[src/rtl/wave_pkg.sv]
// Shared types and widths for the wave buffer controller and its posted-write FIFO.
package wave_pkg;

  localparam int unsigned ADDR_W  = 8;
  localparam int unsigned DATA_W  = 8;
  // FIFO entry layout: {bank, addr, data}
  localparam int unsigned ENTRY_W = 1 + ADDR_W + DATA_W;

  typedef enum logic [1:0] {
    StFill    = 2'b00,
    StDrain   = 2'b01,
    StPending = 2'b10
  } ctrl_state_e;

  function automatic logic [ENTRY_W-1:0] pack_entry(input logic              bank,
                                                    input logic [ADDR_W-1:0] addr,
                                                    input logic [DATA_W-1:0] data);
    return {bank, addr, data};
  endfunction

endpackage

[src/rtl/dffr.sv]
// Enabled register with asynchronous active-high reset to zero.
module dffr #(
  parameter int unsigned WIDTH = 1
) (
  input  logic             clk,
  input  logic             reset,
  input  logic             en,
  input  logic [WIDTH-1:0] d,
  output logic [WIDTH-1:0] q
);

  always_ff @(posedge clk or posedge reset) begin
    if (reset) begin
      q <= '0;
    end else if (en) begin
      q <= d;
    end
  end

endmodule

[src/rtl/wave_wr_fifo.sv]
// Posted-write FIFO for capture samples; push and pop may coincide even when full.
module wave_wr_fifo
  import wave_pkg::*;
#(
  parameter int unsigned DEPTH = 4
) (
  input  logic               clk,
  input  logic               reset,
  input  logic               push,
  input  logic [ENTRY_W-1:0] push_data,
  input  logic               pop,
  output logic [ENTRY_W-1:0] head,
  output logic               empty,
  output logic               drop
);

  localparam int unsigned PTR_W = $clog2(DEPTH);
  localparam int unsigned CNT_W = PTR_W + 1;

  logic [PTR_W-1:0]   wr_ptr_q, rd_ptr_q;
  logic [CNT_W-1:0]   count_q, count_d;
  logic [ENTRY_W-1:0] mem_q [DEPTH];
  logic               full, push_ok, pop_ok;

  assign empty   = (count_q == '0);
  assign full    = (count_q == CNT_W'(DEPTH));
  assign pop_ok  = pop & ~empty;
  // A full FIFO still accepts a push when the head leaves in the same cycle.
  assign push_ok = push & (~full | pop_ok);
  assign drop    = push & ~push_ok;
  assign head    = mem_q[rd_ptr_q];

  always_comb begin
    count_d = count_q;
    if (push_ok && !pop_ok) begin
      count_d = count_q + CNT_W'(1);
    end else if (pop_ok && !push_ok) begin
      count_d = count_q - CNT_W'(1);
    end
  end

  dffr #(.WIDTH(PTR_W)) u_wr_ptr (
    .clk   (clk),
    .reset (reset),
    .en    (push_ok),
    .d     (wr_ptr_q + PTR_W'(1)),
    .q     (wr_ptr_q)
  );

  dffr #(.WIDTH(PTR_W)) u_rd_ptr (
    .clk   (clk),
    .reset (reset),
    .en    (pop_ok),
    .d     (rd_ptr_q + PTR_W'(1)),
    .q     (rd_ptr_q)
  );

  dffr #(.WIDTH(CNT_W)) u_count (
    .clk   (clk),
    .reset (reset),
    .en    (1'b1),
    .d     (count_d),
    .q     (count_q)
  );

  for (genvar i = 0; i < DEPTH; i++) begin : g_mem
    dffr #(.WIDTH(ENTRY_W)) u_entry (
      .clk   (clk),
      .reset (reset),
      .en    (push_ok && (wr_ptr_q == PTR_W'(i))),
      .d     (push_data),
      .q     (mem_q[i])
    );
  end

endmodule

[src/rtl/wave_buffer_ctrl.sv]
// Double-buffered sample RAM controller: capture fills one bank through a posted-write
// FIFO while the display reads the other; banks swap on vsync once the fill has drained.
module wave_buffer_ctrl
  import wave_pkg::*;
#(
  parameter int unsigned FIFO_DEPTH = 4
) (
  input  logic              clk,
  input  logic              reset,
  input  logic              cap_we,
  input  logic [ADDR_W-1:0] cap_addr,
  input  logic [DATA_W-1:0] cap_data,
  input  logic              cap_frame_done,
  input  logic              disp_rd,
  input  logic [ADDR_W-1:0] disp_addr,
  input  logic              disp_vsync,
  output logic              ram_we,
  output logic [ADDR_W:0]   ram_addr,
  output logic [DATA_W-1:0] ram_wdata,
  input  logic [DATA_W-1:0] ram_rdata,
  output logic [DATA_W-1:0] disp_data,
  output logic              disp_valid,
  output logic              read_bank,
  output logic              capture_idle,
  output logic              overflow
);

  ctrl_state_e        state_q, state_d;
  logic               read_bank_q, overflow_q, disp_valid_q, swap_q, capture_idle_q;
  logic               push, pop, swap, cap_drop;
  logic               fifo_empty, fifo_drop;
  logic [ENTRY_W-1:0] fifo_head;

  always_comb begin
    state_d  = state_q;
    push     = 1'b0;
    cap_drop = 1'b0;
    swap     = 1'b0;
    unique case (state_q)
      StFill: begin
        push = cap_we;
        if (cap_frame_done) state_d = StDrain;
      end
      StDrain: begin
        cap_drop = cap_we;
        if (fifo_empty) state_d = StPending;
      end
      StPending: begin
        cap_drop = cap_we;
        if (disp_vsync) begin
          swap    = 1'b1;
          state_d = StFill;
        end
      end
      default: state_d = StFill;
    endcase
  end

  // Display reads own the RAM port; the FIFO drains only in idle read cycles.
  assign pop       = ~disp_rd & ~fifo_empty;
  assign ram_we    = pop & ~reset;
  assign ram_addr  = disp_rd ? {read_bank_q, disp_addr} : fifo_head[ENTRY_W-1:DATA_W];
  assign ram_wdata = fifo_head[DATA_W-1:0];

  assign disp_data    = ram_rdata;
  assign disp_valid   = disp_valid_q;
  assign read_bank    = read_bank_q;
  assign capture_idle = capture_idle_q;
  assign overflow     = overflow_q;

  wave_wr_fifo #(.DEPTH(FIFO_DEPTH)) u_fifo (
    .clk       (clk),
    .reset     (reset),
    .push      (push),
    .push_data (pack_entry(~read_bank_q, cap_addr, cap_data)),
    .pop       (pop),
    .head      (fifo_head),
    .empty     (fifo_empty),
    .drop      (fifo_drop)
  );

  always_ff @(posedge clk or posedge reset) begin
    if (reset) begin
      state_q        <= StFill;
      read_bank_q    <= 1'b0;
      overflow_q     <= 1'b0;
      disp_valid_q   <= 1'b0;
      swap_q         <= 1'b0;
      capture_idle_q <= 1'b0;
    end else begin
      state_q        <= state_d;
      if (swap) read_bank_q <= ~read_bank_q;
      overflow_q     <= overflow_q | cap_drop | fifo_drop;
      disp_valid_q   <= disp_rd;
      // capture_idle trails the bank toggle by one cycle
      swap_q         <= swap;
      capture_idle_q <= swap_q;
    end
  end

endmodule

[config.mk]
export PLATFORM = sky130hd
export DESIGN_NAME = wave_buffer_ctrl
export DESIGN_NICKNAME = d
export VERILOG_FILES = /design/src/rtl/wave_pkg.sv /design/src/rtl/dffr.sv /design/src/rtl/wave_wr_fifo.sv /design/src/rtl/wave_buffer_ctrl.sv
export SDC_FILE = /design/constraint.sdc
export NUM_CORES = 1
export LEC_CHECK = 0
export ABC_CLOCK_PERIOD_IN_PS = 5500
export CELL_PAD_IN_SITES_DETAIL_PLACEMENT = 2
export CELL_PAD_IN_SITES_GLOBAL_PLACEMENT = 2
export CORE_UTILIZATION = 41
export CTS_BUF_LIST = sky130_fd_sc_hd__clkbuf_16
export CTS_CLUSTER_SIZE = 16
export DETAILED_ROUTE_END_ITERATION = 7
export GPL_TIMING_DRIVEN = 0
export MAX_ROUTING_LAYER = met4
export PLACE_DENSITY = 0.89
export SYNTH_ARGS = -nofsm -noshare
export SYNTH_HDL_FRONTEND = slang
export SYNTH_HIERARCHICAL = 1
export SYNTH_SLANG_ARGS = --single-unit
export TNS_END_PERCENT = 5
[constraint.sdc]
create_clock -name clk -period 5.5 [get_ports clk]
set_input_delay 0.55 -clock clk [delete_from_list [all_inputs] [get_ports clk]]
set_output_delay 0.55 -clock clk [all_outputs]
set_load 0.05 [all_outputs]
# Word level (Yosys, flattened, before mapping)
# Index checks and enable logic that the tools add are counted.
[totals] reg_bits=82 latchBits=0 mem_bits_rw=0 mem_bits_ro=0 output_inout_bits=30 word_cells=70 mem_count=0
[op_classes] add_sub_neg=4 mul=0 div_mod_pow=0 n_lt_le_gt_ge=1 n_eq_ne=9 shift=0 n_mux=14 bitwise_logic=15 reduce_logical=14
[ops] operator="$bmux W17 S2" count=1
[ops] operator="$mux W17" count=2
[ops] operator="$mux W9" count=1
[ops] operator="$eq A2 B2 Y1 const B" count=3
[ops] operator="$logic_and A1 B1 Y1" count=6
[ops] operator="$mux W2" count=3
[ops] operator="$mux W3" count=2
[ops] operator="$not A1 Y1" count=6
[ops] operator="$pmux W2 S3" count=1
[ops] operator="$and A1 B1 Y1" count=5
[ops] operator="$add A2 B1 Y2 const B" count=2
[ops] operator="$eq A2 B1 Y1 const B" count=2
[ops] operator="$logic_not A2 Y1" count=2
[ops] operator="$mux W1" count=4
[ops] operator="$ne A2 B2 Y1 const B" count=2
[ops] operator="$add A3 B1 Y3 const B" count=1
[ops] operator="$eq A3 B3 Y1 const B" count=1
[ops] operator="$ge A3 B3 Y1 const B" count=1
[ops] operator="$logic_not A3 Y1" count=1
[ops] operator="$not A2 Y3" count=1
[ops] operator="$or A1 B1 Y1" count=3
[ops] operator="$reduce_and A3 Y1" count=1
[ops] operator="$sub A3 B1 Y3 const B" count=1
[ops] operator="$logic_not A1 Y1" count=2
[ops] operator="other kinds (3)" count=3

# Logic depth before layout (Yosys ltp)
# Gate-level depths: netlist (run 1).
[depth] word_depth=10 depth_mapped=10 mapped_depth_nobuf=8

# By module
# The synthesis (run 1) kept the hierarchy.
[by_module_without_submodules] mod="dffr at u_fifo.g_mem[0].u_entry ..." instances=4 cells_each=37 area_each_um2=689.4
[by_module_without_submodules] mod="wave_wr_fifo" instances=1 cells_each=67 area_each_um2=797.0
[by_module_without_submodules] mod="wave_buffer_ctrl" instances=1 cells_each=46 area_each_um2=501.7
[by_module_without_submodules] mod="dffr at u_fifo.u_rd_ptr ..." instances=2 cells_each=5 area_each_um2=76.3
[by_module_without_submodules] mod="dffr at u_fifo.u_count" instances=1 cells_each=7 area_each_um2=112.6

# Least setup slack after synthesis (run 1)
# OpenSTA, ideal clock, no wires.
[synth_path] kind="register -> output" from="register u_fifo.u_count.q[1]" to="output ram_we" arrival_time_ns=2.030 slack_ns=2.920 stages_incl_launch_ff=5 path_cell_list="dfrtp_1 > inv_1 > ha_1 > nor2b_1 > nor3_1"
[synth_via] elab_chain_len=4
[synth_rtl] item="from (decl)" line="dffr.sv:9" source="output logic [WIDTH-1:0] q"
[synth_rtl] item="from (signal assigned)" line="dffr.sv:14" source="q <= '0;"
[synth_rtl] item="from (signal assigned)" line="dffr.sv:16" source="q <= d;"
[synth_rtl] item="$logic_not A3 Y1" line="wave_wr_fifo.sv:25" source="assign empty = (count_q == '0);"
[synth_rtl] item="net fifo_empty" line="wave_buffer_ctrl.sv:31" source="logic fifo_empty, fifo_drop;"
[synth_rtl] item="$not A1 Y1" line="wave_buffer_ctrl.sv:60" source="assign pop = ~disp_rd & ~fifo_empty;"
[synth_rtl] item="$and A1 B1 Y1" line="wave_buffer_ctrl.sv:60"
[synth_rtl] item="$and A1 B1 Y1" line="wave_buffer_ctrl.sv:61" source="assign ram_we = pop & ~reset;"
[synth_rtl] item="to (decl)" line="wave_buffer_ctrl.sv:17" source="output logic ram_we,"
# The timed path passes the listed nets, and every way through them passes these cells.

# Worst setup path in the final report (run 1)
[layout_path] from="register u_fifo.u_rd_ptr.q[1]" to="output ram_addr[7]"
[layout_via] elab_chain_len=5
[layout_rtl] item="from (decl)" line="dffr.sv:9"
[layout_rtl] item="from (signal assigned)" line="dffr.sv:14"
[layout_rtl] item="from (signal assigned)" line="dffr.sv:16"
[layout_rtl] item="$not A2 Y3 (implied by the code)" line="wave_wr_fifo.sv:31" source="assign head = mem_q[rd_ptr_q];"
[layout_rtl] item="$bmux W17 S2" line="wave_wr_fifo.sv:31"
[layout_rtl] item="$mux W17 (implied by the code) (2 in a row)" line="wave_wr_fifo.sv:31"
[layout_rtl] item="net fifo_head[15]" line="wave_buffer_ctrl.sv:32" source="logic [ENTRY_W-1:0] fifo_head;"
[layout_rtl] item="$mux W9" line="wave_buffer_ctrl.sv:62" source="assign ram_addr = disp_rd ? {read_bank_q, disp_addr} : fifo_head[ENTRY_W-1:DATA_W];"
[layout_rtl] item="to (decl)" line="wave_buffer_ctrl.sv:18" source="output logic [ADDR_W:0] ram_addr,"
# The timed path passes the listed nets, and every way through them passes these cells. The select of a mux whose other input is x is not followed.

==> results of run 1 <==
## sequential cells by signal (all words and copies together), names as in the netlist
name                    cells
u_fifo/u_rd_ptr/q           2
overflow                    1
u_fifo/u_count/q            3
read_bank                   1
u_fifo/u_wr_ptr/q           2
disp_valid                  1
u_fifo/g_mem.u_entry/q     68
capture_idle                1
state_q                     2
swap_q                      1
## area by class of cell
class / count / share of cell area, %
Buffer: 23 / 4.46
Clock buffer: 9 / 4.20
Inverter: 19 / 1.33
Multi-Input combinational cell: 156 / 36.7
Timing Repair Buffer: 59 / 11.0
Sequential cell: 82 / 38.3
Tap cell: 136 / 3.17
Clock inverter: 7 / 0.840
## cells in the final DEF (no fill, tap or decap), types with 6 or more instances in the layout
cell and n:
ha_1 12, mux2_4 40, and2_1 6, clkdlybuf4s50_1 59, dfrtp_1 82, mux4_1 9
buf_6 7, inv_1 19, mux2_2 46, buf_4 8, mux4_2 8, clkbuf_16 9
## per-layer routing
layer | vias up | share of wire [%] | wire (um)
met5 | - | 0 | 0
met4 | 0 | 1.2 | 141
met3 | 11 | 1.6 | 186
met2 | 50 | 55 | 6530
met1 | 1406 | 42 | 5030
li1 | 1128 | - | -
## synth_stat cells (all sizes together) (2+ instances only)
| master | number |
|---|---|
| buf | 22 |
| inv | 19 |
| nand3b | 2 |
| xnor2 | 3 |
| mux2 | 86 |
| and2 | 6 |
| mux4 | 17 |
| ha | 12 |
| a21o | 2 |
| nor2b | 4 |
| nor2 | 2 |
| dfrtp | 82 |
## logic make-up after synthesis
kind of cell / Yosys count
AOI/OAI and AO/OA: 12
xor gates and xnor gates: 4
adders and majority gates: 12
buffers and inverters: 42
DFF: 82
muxes: 103
other: 1
and+or+nand+nor: 22
## worst max path at each step
stage	to	slack (ns)	depth (start not counted)
after floorplan	ram_we	2.92	4
after global placement	ram_addr[2]	2.54	4
after detailed placement	ram_addr[4]	2.45	4
after CTS	ram_addr[7]	2.26	5
after global routing	ram_addr[7]	2.23	5
final	ram_addr[7]	2.31	5
## power groups by stage
stage / logic [uW] / registers (uW) / clock network, uW
final: 1840 / 1110 / 559
after global routing: 1940 / 1140 / 593
after CTS: 1860 / 1110 / 571
after detailed placement: 1820 / 1100 / 0
after global placement: 1740 / 1050 / 0
after floorplan: 1370 / 1030 / 0
## worst max-delay path, cell delays in order (launching register included)
cell             delay (ns)
dfrtp_1                0.36
buf_2                  0.28
buf_2                  0.34
mux4_1                 0.35
mux2_2                 0.29
clkdlybuf4s50_1        0.70
## metrics by stage
stage	power, uW	utilization [%]	area, um2
global placement	2790	49.5	5090
finish	3510	52.2	5360
CTS	3540	52.2	5360
floorplan	2400	-	4330
detailed placement	2910	49.5	5090
global route	3670	52.2	5360
==> qor.yml, run 1 <==
setup_slack_ns: 2.31
grt-busiest-layer: "met2"
via_count: 2595
vias_per_cell: 5.29
insertedDiodeCount: 0
worstSetupEndpointType: "output pin"
clock-sinks: 82
start_util_pct: 42.1
syn2layout_area_growth_pct: 24.0
reg2reg_slack_ns: 2.63
r2r_start: "u_fifo/u_count/q[1]"
grt_pass1_wl_mm: 18.8
worstMarginPinSlew_ns: 0.882
cts-root-buf: "clkbuf_16"
critical_path_arrival_ns: 2.64
outcome: "finished, violations left"
antenna_left: 0
place_congestion: 0.693
n_fill_cell: 971
grt_pass1_vias: 3061
timing.setup.tns_ns: 0
worstRegToRegCells: 10
fin_nets: 400
finalCriticalPeriod_ns: 3.19
ir_drop_mv: 0.346
core_area_um2: 10300
groute.layer.met2.usage_pct: 42.5
holdPathStages: 0
setup_viol: 0
yosys_warnings: 6
io_buffers: 59
drt_iter0_markers: 93
holdCritStartpoint: "swap_q"
max_freq_ghz: 0.313
crit_required_ns: 4.95
synth_top_family_by_area: "multiplexers"
relSlewSlack_pct: 41.1
hold_end: "capture_idle"
power_frac_comb_pct: 52.5
dp.cells: 475
drv_slew: 0
insertion_delay_ns: 0.34
wl_per_cell_um: 24.2
grt_usage_pct: 24.2
syn-mean-instance-area_um2: 15.5
failed_checks: "DRC"
worstPathMaxFanout: 10
multi_input_area_um2: 1970
cts_buffers: 9
postCtsSetupRepairBufs: 0
period_share_pct: 58.1
p_seq_share_pct: 31.6
first_pass_iters: 8
synthMuxAreaShare_pct: 35.5
stdcell_count: 491
maxCapViolCount: 0
synth-edff-count: 0
synth_xor_xnor_area_share_pct: 0.811
rows: 37
synthArstFlopShare_pct: 100
hold_class: "reg -> reg"
timing.setup.critical_path_class: "reg -> out"
synth-compound-area-share_pct: 2.32
cts_buffer_depth: 2
ios: 68
cts_tree: "done"
yosys.area_share.simple_pct: 3.13
die_h_um: 105
grt-ovfl-total: 0
drc: 3
synthCells: 278
synthAdderAreaFrac_pct: 3.47
synth_top_area_share_pct: 47.5
drive_gt1_share_pct: 37.5
antenna_found_initial: 0
clockPowerShare_pct: 15.9
whs_ns: 0.349
synth.distinct_cells: 38
start_kind: "register"
clk_pin_slew_ns: 0.07
synth_area_um2: 4320
use_met1_pct: 28.9
hold_viol: 0
power_switching_uw: 1380
seq_area_frac_synth_pct: 47.5
ys_ff_latch: 82
power.density_nw_per_um2: 654
r2r_end: "u_fifo/g_mem[2].u_entry/q[14]"
leakage_uw: 0.00238
seq_area_um2: 2050
intPower_uw: 2130
hold_buffers: 0
routed_wl_mm: 11.9
cts_max_level: 3
sw_frac_of_total_pct: 39.3
rsz0062_at_grt: "false"
synth_area_leaders: "dfrtp_1, mux2_4, mux2_2, mux4_1, mux4_2"
yosys.area.top_type: "dfrtp_1"
grt_max_degree: 18
post-dp-hpwl_mm: 7.71
skew_ns: 0.00754
die_area_um2: 11000
place_ws_ns: 2.45
die_w_um: 105
ys.flop_type: "dfrtp_1"
use_met3_pct: 3.43
cts_resized: 0
worstSetupStartpoint: "u_fifo/u_rd_ptr/q[1]"
Power figures use the tool's default switching activity.
==> run 2: changes to the inputs <==
Settings changed: ABC_CLOCK_PERIOD_IN_PS 5500 to 3200, CORE_UTILIZATION 41 to 38, PLACE_DENSITY 0.89 to 0.83.
Clock period 5.5 ns to 3.2 ns, I/O delays scaled along.
==> qor.yml, run 2 (synthesized netlist as in run 1, its figures left out) <==
worstPathMaxFanout: 10  # unchanged
via_count: 2516  # -3.0%
stdcell_count: 495  # +0.81%
hold_class: "reg -> reg"
cts-root-buf: "clkbuf_16"
clk_pin_slew_ns: 0.06  # about the same
maxCapViolCount: 0  # unchanged
power_switching_uw: 2280  # +66%
reg_top3: "u_fifo/g_mem.u_entry/q: 68 flops, u_fifo/u_count/q: 3 flops"
largest_reg_flops: 68  # unchanged
insertion_delay_ns: 0.34  # about the same
syn2layout_area_growth_pct: 24.9
grt_pass1_wl_mm: 16.8  # -11%
regMostFlops: "u_fifo/g_mem.u_entry/q"
p_seq_share_pct: 31.2  # -0.4 points
clockPowerShare_pct: 17.5  # +1.6 points
ir_drop_mv: 0.629  # +82%
grt_pass1_vias: 2937  # -4.1%
finalCriticalPeriod_ns: 2.93
rsz0062_at_grt: "false"
io_buffers: 59  # unchanged
reg2reg_slack_ns: 0.44  # -2.19 ns
post-route-cell-area_um2: 5400  # +0.70%
hold_buffers: 0  # unchanged
antenna_left: 0  # unchanged
fin_nets: 400  # unchanged
placed_area_um2: 5090  # about the same
cts_buffers: 9  # unchanged
grt_max_degree: 18  # unchanged
rows: 38  # +2.7%
max_freq_ghz: 0.342
routed_wl_mm: 10.4  # -12%
place_congestion: 0.709  # +2.3%
timing.setup.tns_ns: 0  # unchanged
fin_util_pct: 49.1  # -3.0 points
insertedDiodeCount: 0  # unchanged
grt-ovfl-total: 0  # unchanged
vias_per_cell: 5.08  # -3.8%
intPower_uw: 3740  # +75%
postCtsSetupRepairBufs: 0  # unchanged
drt_iter0_markers: 60  # -35%
die_area_um2: 11800  # +7.7%
cts_tree: "done"
drive_gt1_share_pct: 38.0  # +0.56 points
power.density_nw_per_um2: 1110  # +70%
critical_path_arrival_ns: 2.61  # -0.03 ns
core_area_um2: 11000  # +6.9%
wl_per_cell_um: 21.1  # -13%
outcome: "finished clean"
dp.cells: 479  # +0.84%
cts_buffer_depth: 2  # unchanged
drc: 0  # -3
timing.setup.critical_path_class: "reg -> out"
start_util_pct: 39.3  # -2.7 points
worstSetupEndpointType: "output pin"
p_total_uw: 6020  # +72%
n_fill_cell: 1041  # +7.2%
crit_required_ns: 2.88  # -2.07 ns
post-dp-hpwl_mm: 7.20  # -6.5%
worstMarginPinSlew_ns: 0.859  # -0.0237 ns
setup_viol: 0  # unchanged
leakage_uw: 0.00238  # +0.31%
cts_max_level: 3  # unchanged
die_w_um: 109  # +3.8%
relSlewSlack_pct: 42.7  # +1.6 points
layout_common_cells: "dfrtp_1, clkdlybuf4s50_1, mux2_2, mux2_4, inv_1"
period_share_pct: 91.5
final_common_cell: "dfrtp_1"
skew_ns: 0.00560  # -0.00194 ns
ios: 68  # unchanged
cts_resized: 0  # unchanged
drv_slew: 0  # unchanged
antenna_found_initial: 0  # unchanged
first_pass_iters: 4  # -4
die_h_um: 109  # +3.8%
power_frac_comb_pct: 51.3  # -1.2 points
hold_viol: 0  # unchanged
start_kind: "register"
clock-sinks: 82  # unchanged
sw_frac_of_total_pct: 37.9  # -1.4 points
grt_usage_pct: 20.3  # -3.9 points
run 2: cell count changes in the layout (fill, tap and decap cells not counted), sizes merged:
cell	before	now
clkinv	4	1
clkinvlp	2	4
bufinv	0	1
run 2: cell type report:
class	count	area (um2)	area share [%]
buffer	23	239	4.43
clock buffer	9	225	4.17
clock inverter	7	77.6	1.44
inverter	19	71.3	1.32
multi-input combinational	156	1970	36.4
sequential	82	2050	38.0
tap	140	175	3.25
timing repair buffer	59	591	10.9
run 2: path summary, 6_finish.rpt:
check / start / endpoint / cells after the start
max: u_fifo/u_rd_ptr/q[1] / ram_addr[7] / 5
min: swap_q / capture_idle / 0
max reg2reg: u_fifo/u_count/q[1] / u_fifo/g_mem[2].u_entry/q[15] / 10
min reg2reg: swap_q / capture_idle / 0
max in group asynchronous: reset / u_fifo/g_mem[1].u_entry/q[12] / 2
min in group asynchronous: reset / u_fifo/u_wr_ptr/q[0] / 2
run 2: metal layers:
layer	vias up	GRT usage (%)	wire length [um]	part of all wire [%]
met5	-	-	0	0
met4	0	4.34	68	0.65
met3	4	4.06	301	2.9
met2	58	34.4	5440	52
met1	1329	25.0	4620	44
li1	1125	-	-	-
run 2: power groups by stage:
stage / Clock, uW / Sequential [uW] / Combinational, uW
2_1_floorplan: 0 / 1780 / 2350
3_3_place_gp: 0 / 1810 / 2990
3_5_place_dp: 0 / 1870 / 3100
4_1_cts: 1080 / 1880 / 3130
5_1_grt: 1120 / 1930 / 3290
6_report: 1050 / 1880 / 3080
run 2: metrics by stage:
step                      hold WS (ns)  worst slack (ns)
final                            0.357             0.273
after global routing             0.361             0.188
after CTS                        0.362             0.247
after detailed placement         0.347             0.453
after global placement           0.338             0.542
after floorplan                 0.0612             0.850
run 2: worst max-delay path: stages (launching register included):
cell and delay [ns]:
dfrtp_1 0.35, buf_2 0.28, buf_2 0.33, mux4_1 0.34
mux2_2 0.27, clkdlybuf4s50_1 0.70
==> patch 1 (flow settings as in run 2) <==
Re-encode `ctrl_state_e` (3 states) as one-hot, 3 bits wide.
--- a/src/rtl/wave_pkg.sv
+++ b/src/rtl/wave_pkg.sv
@@ -7,8 +7,8 @@
   localparam int unsigned ENTRY_W = 1 + ADDR_W + DATA_W;
 
-  typedef enum logic [1:0] {
-    StFill    = 2'b00,
-    StDrain   = 2'b01,
-    StPending = 2'b10
+  typedef enum logic [2:0] {
+    StFill    = 3'b001,
+    StDrain   = 3'b010,
+    StPending = 3'b100
   } ctrl_state_e;
 
Function: no difference found for any inputs over 10 cycles, from zero or initial values and one cycle with reset high; not proved beyond that.
==> patch 1 against run 2 <==
- total power is 2.3% higher
- first-iteration DRC count is 20% higher
- synthesized area is 0.90% higher
- final cell count is 0.81% higher
- worst setup slack worse by 34 ps
- cell area is 1.1% higher
- sequential share of layout area is 0.063 points higher
- global-route usage is 1.4 points higher
- sequential cell count is 1 higher
- wire length is 9.3% higher
- register-to-register slack worse by 160 ps
- largest power group unchanged
==> patch 1: results <==
detailed_routing:
  dr.first_iter.drc_count: 72
  vias: 2634
  dr.pass1.iters: 4
  post_drt_wl_per_cell_um: 22.9
layout:
  post_layout_nonfiller_instances: 499
  nNetsFinal: 399
  n_antenna_cell: 0
  top_regs: "u_fifo/g_mem.u_entry/q x68, state_q x3, u_fifo/u_count/q x3"
  drive_gt1_share_pct: 38.4
pwr:
  power_leakage_nw: 2.42
  ir_drop_uv: 767
worst_setup_path:
  timing.rr.start: "u_fifo/u_count/q[1]"
  worstRegToRegCells: 10
  cp_top_family: "buffers and inverters"
  r2r_setup_slack_ps: 280
  slowest_stage: "clkdlybuf4s50_1"
  r2r_end: "u_fifo/g_mem[0].u_entry/q[7]"
  cp-startpoint: "u_fifo/u_rd_ptr/q[1]"
  max_stage_delay_ps: 700
  crit_fanout: 10
  crit_end: "ram_addr[7]"
  arrival_ps: 2640
cts:
  h-tree-depth: 3
  cts_resized: 0
  clk_root_buffer_cell: "clkbuf_16"
  clock_latency_ps: 340
  cts_buffer_depth: 2
  numCtsBuffers: 9
  clkTransAtPathRegs_ps: 60
  post_cts_buffers: 0
place:
  io_buffers: 59
  placedCellCount: 483
  dp_hpwl_mm: 7.40
  gp_congestion: 0.731
yosys:
  synth_common_cells: "82 x dfrtp_1, 44 x mux2_2, 40 x mux2_4"
  synth_seq_area_share_pct: 47.7
  synthFlopType: "dfrtp_1"
  synth_cell_types: 41
  yosysWarnings: 6
  async_flop_share_pct: 100
  yosys-top-cells-area: "dfrtp_1 47%, mux2_4 14%, mux2_2 11%, mux4_1 5.4%, mux4_2 4.1%"
  avgSynthCellArea_um2: 15.5
global_route:
  grt_pass1_wl_mm: 17.8
  grt_use_total_pct: 21.6
  antenna_found_initial: 0
  grt_pass1_vias: 3021
  grt_max_degree: 18
  grt-ovfl-total: 0
run_status:
  status: "completed"
hold_path:
  hold_path.class: "flip-flop to flip-flop"
sta:
  skew_ps: 7.67
  worst_pin_slew_ps: 952
job:
  max_cap_viol_count: 0
patch 1: through the flow:
step	area, um^2	worst slack [ps]
finish	5460	240
global route	5460	119
CTS	5460	198
detailed placement	5130	380
global placement	5130	479
floorplan	4370	841
patch 1: logic make-up after synthesis:
family | after synthesis | synth area share, %
buffers and inverters | 41 | 7.46
adders and majority gates | 7 | 2.01
AOI/OAI and AO/OA | 13 | 2.32
muxes | 101 | 34.7
DFF | 83 | 47.7
and+or+nand+nor | 31 | 4.76
other | 1 | 0.0860
xor gates and xnor gates | 5 | 1.00
patch 1: where the power goes:
group | internal (mW) | switching, mW
clock | 0.692 | 0.454
sequential | 1.55 | 0.335
combinational | 1.59 | 1.53
total | 3.84 | 2.32
patch 1: final cells by class:
cell class,instances,area (um^2)
Timing Repair Buffer,59,591
Clock buffer,9,225
Buffer,26,269
Sequential cell,83,2080
Fill cell,1036,5570
Inverter,15,56.3
Multi-Input combinational cell,160,1960
Tap cell,140,175
Clock inverter,7,98.8
patch 1: worst register-to-register path: stages (launching register included):
cell      delay, ps
dfrtp_1         470
inv_1           120
ha_1            310
nor2b_1         450
nor2_1          120
clkbuf_2        210
o21a_1          310
and2_1          210
buf_6           150
buf_12          160
mux2_4          310
patch 1: metal layers:
metal	global-route usage [%]	routed length (um)	part of all wire, %
met5	-	0	0
met4	7.72	199	1.7
met3	4.48	419	3.7
met2	36.9	6050	53
met1	25.2	4740	42
patch 1: how the worst min path moves through the flow:
stage,start,end,slack (ps),depth (start not counted)
final,swap_q,capture_idle,350,0
after global routing,swap_q,capture_idle,370,0
after CTS,swap_q,capture_idle,350,0
after detailed placement,swap_q,capture_idle,340,0
after global placement,swap_q,capture_idle,330,0
after floorplan,reset,u_fifo/u_rd_ptr/q[0],60,1
==> patch 2 (config.mk and constraints of run 2) <==
Without the edit above. Change the parameter `FIFO_DEPTH` from 4 to 8.
--- a/src/rtl/wave_buffer_ctrl.sv
+++ b/src/rtl/wave_buffer_ctrl.sv
@@ -4,5 +4,5 @@
   import wave_pkg::*;
 #(
-  parameter int unsigned FIFO_DEPTH = 4
+  parameter int unsigned FIFO_DEPTH = 8
 ) (
   input  logic              clk,
Formal check against the unedited RTL: not equivalent (a bounded check fails within 10 cycles, from zero or initial values and one cycle with reset high).
==> patch 2 against run 2 <==
- register-to-register slack worse by 160 ps
- sequential power rose by 86%
- the flow now finishes with violations (negative setup slack)
- sequential cell count is 71 higher
- global-route usage increased by 3.7 points
- cell area increased by 75%
- first-iteration DRC count grew to 3.8 times the old value
- synthesized area increased by 84%
- maximum frequency is 8.5% lower
- sequential share of layout area is 2.5 points higher
- wire length up 130%
- worst setup slack worse by 270 ps
- total power grew 72%
==> patch 2: results <==
run_status:
  status: "finished with violations"
  violations: "negative setup slack"
yosys:
  synthFlopType: "dfrtp_1"
  synth_seq_area_share_pct: 48.0
  yosys-top-cells-area: "dfrtp_1 48%, mux2_4 15%, mux2_2 13%, mux4_1 9.2%, buf_12 2.3%"
  synth_cell_types: 38
  yosysWarnings: 6
  synth_common_cells: "153 x dfrtp_1, 94 x mux2_2, 80 x mux2_4"
  avgSynthCellArea_um2: 16.3
  async_flop_share_pct: 100
worst_setup_path:
  max_stage_delay_ps: 660
  timing.rr.start: "u_fifo/u_count/q[1]"
  crit_fanout: 10
  worstRegToRegCells: 10
  cp_top_family: "multiplexers"
  slowest_stage: "mux4_1"
  r2r_end: "u_fifo/g_mem[6].u_entry/q[11]"
  r2r_setup_slack_ps: 280
cts:
  h-tree-depth: 4
  numCtsBuffers: 17
  clock_latency_ps: 430
  cts_buffer_depth: 2
  clkTransAtPathRegs_ps: 60
  clk_root_buffer_cell: "clkbuf_16"
global_route:
  grt_pass1_wl_mm: 36.2
  antenna_found_initial: 0
  grt_use_total_pct: 24.0
  grt_pass1_vias: 5473
  grt_max_degree: 18
layout:
  drive_gt1_share_pct: 42.6
  fill_cells: 1895
  n_antenna_cell: 0
  top_regs: "u_fifo/g_mem.u_entry/q x136, u_fifo/u_count/q x4"
  nNetsFinal: 621
pwr:
  ir_drop_uv: 501
  power_leakage_nw: 4.35
  power.internal_mw: 6.47
place:
  dp_hpwl_mm: 15.1
  io_buffers: 59
  placedCellCount: 821
  gp_congestion: 0.748
hold_path:
  hp-start: "swap_q"
  hold_depth: 0
  holdPathEnd: "capture_idle"
  hold_path.class: "flip-flop to flip-flop"
sta:
  fin_ws_ps: -0.0855
  timing.hold.ws_ps: 357
  slew-limit-headroom_pct: 27.8
  skew_ps: 6.76
  setup_violations: 1
detailed_routing:
  post_drt_wl_per_cell_um: 27.8
  dr.first_iter.drc_count: 229
  dr.pass1.iters: 4
  vias: 4632
  vias_per_cell: 5.44
[patch 2: repair_timing]
action | CTS | global route
hold buffers | 0 | 0
buffers inserted | 0 | 0
gates resized for setup | 13 | 4
setup endpoints to repair | 17 | 80
[patch 2: layout make-up]
type,count,area [um^2],share of cell area [%]
tap,270,338,3.58
multi-input combinational,276,3640,38.6
sequential,153,3830,40.5
timing repair buffer,59,587,6.21
inverter,26,97.6,1.03
clock inverter,15,113,1.19
buffer,36,415,4.40
clock buffer,17,425,4.50
[patch 2: power by group through the flow]
stage	registers (mW)	clock network, mW	logic [mW]
final	3.50	1.88	4.95
after detailed placement	3.44	0	4.97
after global routing	3.57	1.97	5.20
after floorplan	3.20	0	3.71
after CTS	3.49	1.91	5.00
after global placement	3.27	0	4.71
[patch 2: per-stage QoR]
stage / utilization [%] / setup TNS [ps] / power, mW / worst slack, ps / area [um^2]
floorplan: - / 0 / 6.91 / 818 / 7980
global placement: 43.6 / 0 / 7.98 / 10.8 / 8910
detailed placement: 43.6 / -1010 / 8.40 / -177 / 8910
CTS: 46.2 / -109 / 10.4 / -58.8 / 9440
global route: 46.3 / -194 / 10.7 / -73.0 / 9450
finish: 46.3 / -0.0855 / 10.3 / -0.0855 / 9450
[patch 2: worst register-to-register path, delay by kind of cell, from the launching register on]
family,cells,cell delay [ps]
AND/OR/NAND/NOR,4,850
flip-flops,1,500
AO/OA/AOI/OAI,1,440
adder cells (fa/ha/maj),1,260
multiplexers,1,320
buffers and inverters,3,450
[patch 2: kinds of logic (layout without fill, tap and decap cells)]
family	count (synthesis)	count (layout)	share of synthesized area (%)
muxes	209	209	39.4
buffers and inverters	63	153	6.40
and+or+nand+nor	30	30	2.18
adders and majority gates	14	14	2.20
xor gates and xnor gates	4	4	0.440
AOI/OAI and AO/OA	15	15	1.29
other	1	4	0.0471
DFF	153	153	48.0
[patch 2: worst max-delay path by stage]
stage | from | to
finish | u_fifo/u_rd_ptr/q[0] | ram_addr[2]
detailed placement | u_fifo/u_rd_ptr/q[1] | ram_addr[6]
floorplan | u_fifo/u_count/q[1] | u_fifo/g_mem[0].u_entry/q[10]
CTS | u_fifo/u_rd_ptr/q[0] | ram_addr[2]
global placement | u_fifo/u_rd_ptr/q[1] | ram_addr[6]
global route | u_fifo/u_rd_ptr/q[0] | ram_addr[2]
[patch 2: metal layers]
metal  share of wire [%]  vias to the layer above  global-route usage [%]
li1                    -                     1947                       -
met1                  43                     2506                    28.2
met2                  51                      135                    40.9
met3                 3.0                       44                    3.32
met4                 2.9                        0                    10.3
met5                   0                        -                       -
